File: config.mk
export PLATFORM = sky130hd
export DESIGN_NAME = riscv_mem_ctrl
export DESIGN_NICKNAME = d
export VERILOG_FILES = /design/src/rtl/riscv_mem_ctrl_pkg.sv /design/src/rtl/riscv_mem_ctrl_lane.sv /design/src/rtl/riscv_mem_ctrl.sv
export SDC_FILE = /design/constraint.sdc
export NUM_CORES = 1
export LEC_CHECK = 0
export CORE_MARGIN = 2
export CORE_UTILIZATION = 35
export DETAILED_ROUTE_END_ITERATION = 10
export PLACE_DENSITY = 0.6
export SYNTH_ARGS = -nofsm -noshare
export SYNTH_HDL_FRONTEND = slang
export SYNTH_SLANG_ARGS = --single-unit
File: constraint.sdc
create_clock -name clk -period 6.2 [get_ports clk]
set_input_delay 1.24 -clock clk [delete_from_list [all_inputs] [get_ports clk]]
set_output_delay 1.24 -clock clk [all_outputs]
set_load 0.1 [all_outputs]
File: src/rtl/riscv_mem_ctrl_pkg.sv
// riscv_mem_ctrl_pkg: shared access-size codes, controller state encoding
// and the alignment rule used by the load/store sequencer.
package riscv_mem_ctrl_pkg;

    localparam logic [1:0] MEM_SIZE_B = 2'b00;
    localparam logic [1:0] MEM_SIZE_H = 2'b01;
    localparam logic [1:0] MEM_SIZE_W = 2'b10;

    typedef enum logic [1:0] {
        MEMC_IDLE = 2'd0,
        MEMC_RD   = 2'd1,
        MEMC_CAP  = 2'd2,
        MEMC_WR   = 2'd3
    } memc_state_e;

    // Size 11 is never legal; halves need even, words need 4-byte alignment.
    function automatic logic misaligned(logic [1:0] size, logic [1:0] off);
        logic bad;
        bad = 1'b0;
        unique case (1'b1)
            (size == MEM_SIZE_B): bad = 1'b0;
            (size == MEM_SIZE_H): bad = off[0];
            (size == MEM_SIZE_W): bad = (off != 2'b00);
            default:              bad = 1'b1;
        endcase
        return bad;
    endfunction

endpackage

File: src/rtl/riscv_mem_ctrl_lane.sv
// riscv_mem_lane: combinational lane logic for the memory controller.
// Ports: rdata_i/wdata_i words, size_i, uns_i, off_i -> ext_o (extended load), merged_o (RMW word).
module riscv_mem_lane
    import riscv_mem_ctrl_pkg::*;
(
    input  logic [31:0] rdata_i,
    input  logic [31:0] wdata_i,
    input  logic [1:0]  size_i,
    input  logic        uns_i,
    input  logic [1:0]  off_i,
    output logic [31:0] ext_o,
    output logic [31:0] merged_o
);

    logic [7:0]  byte_v;
    logic [15:0] half_v;

    always_comb begin
        byte_v   = rdata_i[{off_i, 3'b000} +: 8];
        half_v   = off_i[1] ? rdata_i[31:16] : rdata_i[15:0];
        ext_o    = rdata_i;
        merged_o = rdata_i;
        unique case (1'b1)
            (size_i == MEM_SIZE_B): begin
                ext_o = {{24{~uns_i & byte_v[7]}}, byte_v};
                merged_o[{off_i, 3'b000} +: 8] = wdata_i[7:0];
            end
            (size_i == MEM_SIZE_H): begin
                ext_o = {{16{~uns_i & half_v[15]}}, half_v};
                merged_o[{off_i[1], 4'b0000} +: 16] = wdata_i[15:0];
            end
            default: begin
                ext_o    = rdata_i;
                merged_o = wdata_i;
            end
        endcase
    end

endmodule

File: src/rtl/riscv_mem_ctrl.sv
// riscv_mem_ctrl: sequences CPU loads/stores onto the word-wide bridge port,
// using read-modify-write for SB/SH. Ports: req_* (CPU side), resp_* (completion), mem_* (bridge).
module riscv_mem_ctrl
    import riscv_mem_ctrl_pkg::*;
#(
    parameter int ADDR_W = 32,
    parameter int DATA_W = 32
) (
    input  logic              clk,
    input  logic              rst,
    input  logic              req_valid,
    output logic              req_ready,
    input  logic              req_we,
    input  logic [1:0]        req_size,
    input  logic              req_unsigned,
    input  logic [ADDR_W-1:0] req_addr,
    input  logic [DATA_W-1:0] req_wdata,
    output logic              resp_valid,
    output logic [DATA_W-1:0] resp_rdata,
    output logic              resp_err,
    output logic [ADDR_W-1:0] mem_addr,
    output logic [DATA_W-1:0] mem_wdata,
    output logic              mem_we,
    input  logic [DATA_W-1:0] mem_rdata
);

    memc_state_e       state_q;
    logic              ready_q;
    logic              rvalid_q;
    logic              rerr_q;
    logic [DATA_W-1:0] rdata_q;
    logic [ADDR_W-1:0] maddr_q;
    logic [DATA_W-1:0] mwdata_q;
    logic              mwe_q;

    logic [1:0]        off_q;
    logic [1:0]        size_q;
    logic              uns_q;
    logic              we_q;
    logic [DATA_W-1:0] wdata_q;

    logic [31:0]       ext;
    logic [31:0]       merged;

    riscv_mem_lane u_lane (
        .rdata_i  (mem_rdata),
        .wdata_i  (wdata_q),
        .size_i   (size_q),
        .uns_i    (uns_q),
        .off_i    (off_q),
        .ext_o    (ext),
        .merged_o (merged)
    );

    always_ff @(posedge clk or negedge rst) begin
        if (!rst) begin
            state_q  <= MEMC_IDLE;
            ready_q  <= 1'b1;
            rvalid_q <= 1'b0;
            rerr_q   <= 1'b0;
            rdata_q  <= '0;
            maddr_q  <= '0;
            mwdata_q <= '0;
            mwe_q    <= 1'b0;
            off_q    <= '0;
            size_q   <= '0;
            uns_q    <= 1'b0;
            we_q     <= 1'b0;
            wdata_q  <= '0;
        end else begin
            rvalid_q <= 1'b0;
            rerr_q   <= 1'b0;
            mwe_q    <= 1'b0;
            unique case (state_q)
                MEMC_IDLE: begin
                    if (req_valid) begin
                        off_q   <= req_addr[1:0];
                        size_q  <= req_size;
                        uns_q   <= req_unsigned;
                        we_q    <= req_we;
                        wdata_q <= req_wdata;
                        if (misaligned(req_size, req_addr[1:0])) begin
                            // Rejected without touching the bridge; stay ready.
                            rvalid_q <= 1'b1;
                            rerr_q   <= 1'b1;
                            rdata_q  <= '0;
                        end else if (req_we && req_size == MEM_SIZE_W) begin
                            state_q  <= MEMC_WR;
                            ready_q  <= 1'b0;
                            maddr_q  <= {req_addr[ADDR_W-1:2], 2'b00};
                            mwdata_q <= req_wdata;
                            mwe_q    <= 1'b1;
                        end else begin
                            state_q  <= MEMC_RD;
                            ready_q  <= 1'b0;
                            maddr_q  <= {req_addr[ADDR_W-1:2], 2'b00};
                        end
                    end
                end
                MEMC_RD: begin
                    state_q <= MEMC_CAP;
                end
                MEMC_CAP: begin
                    if (we_q) begin
                        state_q  <= MEMC_WR;
                        mwdata_q <= merged;
                        mwe_q    <= 1'b1;
                    end else begin
                        state_q  <= MEMC_IDLE;
                        ready_q  <= 1'b1;
                        rvalid_q <= 1'b1;
                        rdata_q  <= ext;
                    end
                end
                MEMC_WR: begin
                    state_q  <= MEMC_IDLE;
                    ready_q  <= 1'b1;
                    rvalid_q <= 1'b1;
                    rdata_q  <= '0;
                end
                default: begin
                    state_q <= MEMC_IDLE;
                    ready_q <= 1'b1;
                end
            endcase
        end
    end

    assign req_ready  = ready_q;
    assign resp_valid = rvalid_q;
    assign resp_err   = rerr_q;
    assign resp_rdata = rdata_q;
    assign mem_addr   = maddr_q;
    assign mem_wdata  = mwdata_q;
    assign mem_we     = mwe_q;

endmodule

==> impl_metrics.tcl <==
set metrics [dict create \
    ys_seq_elements 138 \
    rows 51 \
    hold_buffers 0 \
    area_growth_pct 38.7 \
    path_cells "clkdlybuf4s50_1" \
    syn_inst 625 \
    die_w_um 146 \
    antenna_left 0 \
    worstHoldStart "req_ready" \
    antennaDiodeCount 0 \
    yosysUniqueCellTypes 49 \
    grt_pass1_vias 6250 \
    dr.pass1.iters 5 \
    routed_via_density 5.69 \
    fin_setup_tns_ns 0 \
    cts_resized 0 \
    hold_viol 0 \
    top_level_ports 203 \
    hold_path_class "flip-flop to flip-flop" \
    cts_root_buf "clkbuf_16" \
    ys_seq_area_share_pct 48.9 \
    grt-ovfl-total 0 \
    num_vias 6120 \
    tritoncts "done" \
    worstMarginPinSlew_ns 1.09 \
    drtIter0Drc 523 \
    clockBufferDepth 2 \
    cpPeakStageDelay_ns 1.15 \
    grt_max_degree 106 \
    synth_edf_count 0 \
    crit_type "flip-flop to output pin" \
    fin_nets 905 \
    wirelength_um 23900 \
    finalInstanceArea_um2 9800 \
    finalCritPeriodShare_pct 54.0 \
    clk_pin_slew_ns 0.06 \
    grt_pass1_wl_um 37000 \
    cp-start-kind "flip-flop" \
    synthArstFlopShare_pct 100 \
    synth_top_cell_area_share_pct 48.5 \
    fill_cells 1818 \
    end_kind "output pin" \
    grt_setup_unrepaired "no" \
    r2r_setup_slack_ns 3.21 \
    crit_buf_inv 1 \
    fin_crit_ns 3.35 \
    synth_area_leaders "dfrtp_1 (49%), mux2_2 (13%), a221o_1 (5.5%)" \
    fmax_mhz 299 \
    synthesis.area_um2 7060 \
    drc 0 \
    path_max_fanout 2 \
    start_util_pct 35.9 \
    postPlaceCellArea_um2 9180 \
    syn_area_per_cell_um2 11.3 \
    critPathTopFamily "buffers and inverters" \
    required_ns 4.96 \
    cts_setup_buffers 0 \
    r2r_end "mem_wdata[22]" \
    skew_ns 0.00883 \
    grt_util_all_layers_pct 22.5 \
    dieArea_um2 21300 \
    synth_area_leader_cell "dfrtp_1" \
    status "finished, final reports clean" \
    crit_end "req_ready" \
    core_um2 19700 \
    max_slew_margin_pct 27.4 \
    drive_above_1_share_pct 17.3 \
    finalSetupViolCount 0 \
    clk_latency_ns 0.42 \
    numCtsBuffers 17 \
    yosys_warnings 0 \
    cts_sinks 138 \
    cap_violations 0 \
    worstPathArrival_ns 2.11 \
    reg2reg_depth 6 \
    r2r-start "off_q[0]" \
    cp.depth 1 \
    ys.flop_type "dfrtp_1" \
    antenna_found_initial 0 \
    slowest_stage "clkdlybuf4s50_1" \
    dpl.hpwl_um 17300 \
    h-tree-depth 4 \
    crit_start "req_ready" \
    die_y_um 146 \
    report.final.slew_viol_count 0 \
    port_buffers 200 \
    place_congestion 0.887 \
    wire_per_inst_um 22.2 \
]
## metal layers
metal  global-route usage [%]  wire (um)  part of all wire (%)
met1                     29.1      10200                    43
met2                     36.8      11300                    47
met3                     6.75       1930                   8.1
met4                     6.70        503                   2.1
met5                        0          0                     0
## flip-flops by register name, summed over array words and instances, names as in the netlist
name        flops
mem_addr       30
mem_wdata      32
mem_we          1
off_q           2
req_ready       1
resp_err        1
resp_rdata     32
resp_valid      1
size_q          2
state_q         2
uns_q           1
wdata_q        32
we_q            1
## Yosys cell counts (all sizes together) (2+ instances only)
| library cell | instances |
|---|---|
| o21a | 5 |
| nor4 | 2 |
| nand2b | 7 |
| mux2i | 3 |
| nor2 | 48 |
| or3 | 2 |
| mux2 | 83 |
| ha | 5 |
| nor3 | 7 |
| mux4 | 5 |
| nor2b | 8 |
| dfrtp | 137 |
| buf | 27 |
| o21ai | 62 |
| a221o | 39 |
| inv | 14 |
| nand2 | 21 |
| o22ai | 5 |
| and2 | 8 |
| and4 | 2 |
| a2bb2oi | 2 |
| a2111oi | 4 |
| nor3b | 4 |
| and4b | 2 |
| clkbuf | 30 |
| a21oi | 6 |
| o31ai | 33 |
| or2 | 2 |
| a211o | 8 |
| a221oi | 35 |
## cell type report
cell class,instances,area [um^2],area share (%)
clock inverters,15,189,1.93
clock buffers,17,425,4.34
flip-flops and latches,138,3460,35.3
well taps,265,332,3.38
repair buffers,209,2070,21.1
inverters,14,52.6,0.536
multi-input cells,417,3270,33.4
## logic make-up after synthesis
kind of cell / after synthesis / share of synthesized area [%]
flip-flops: 138 / 48.9
adder cells (fa/ha/maj): 5 / 0.886
AO/OA/AOI/OAI: 203 / 21.6
other: 1 / 0.0531
multiplexers: 91 / 15.2
buffers and inverters: 71 / 4.96
AND/OR/NAND/NOR: 116 / 8.31
## cell usage in the layout (no fill, tap or decap), types with 2 or more instances in the layout
master,n
and2_1,8
and4b_1,2
nor2b_1,8
mux4_2,5
mux2_2,83
conb_1,2
nor4_1,2
clkinvlp_4,4
a2bb2oi_1,2
bufinv_16,3
nand2_1,21
nand2b_1,7
o22ai_1,5
inv_1,14
nor3_1,6
a2111oi_0,3
a221o_1,39
o21ai_0,61
mux2i_1,3
dfrtp_1,136
nor2_1,47
a21oi_1,6
clkbuf_16,17
a221oi_1,35
clkdlybuf4s50_1,199
clkinv_4,3
inv_6,3
a211o_1,8
ha_1,5
buf_4,9
nor3b_1,3
o31ai_1,33
o21a_1,5
and4_1,2
## stage by stage
stage | utilization [%] | instances | worst slack [ns] | hold slack, ns
floorplan | - | 626 | 3.59 | 0.482
global placement | 46.7 | 1043 | 2.79 | 0.452
detailed placement | 46.7 | 1043 | 2.70 | 0.458
CTS | 49.9 | 1075 | 2.83 | 0.466
global route | 49.9 | 1075 | 2.82 | 0.480
finish | 49.9 | 1075 | 2.85 | 0.465
## worst min path at each step
stage	depth (start not counted)	slack, ns	end
CTS	2	0.47	req_ready
floorplan	1	0.48	wdata_q[31]
global route	2	0.48	req_ready
detailed placement	2	0.46	req_ready
finish	2	0.46	req_ready
global placement	2	0.45	req_ready
Power is left out: the tool's default activity adds up to more than one toggle a clock period on the data nets, which glitch-free logic cannot reach.
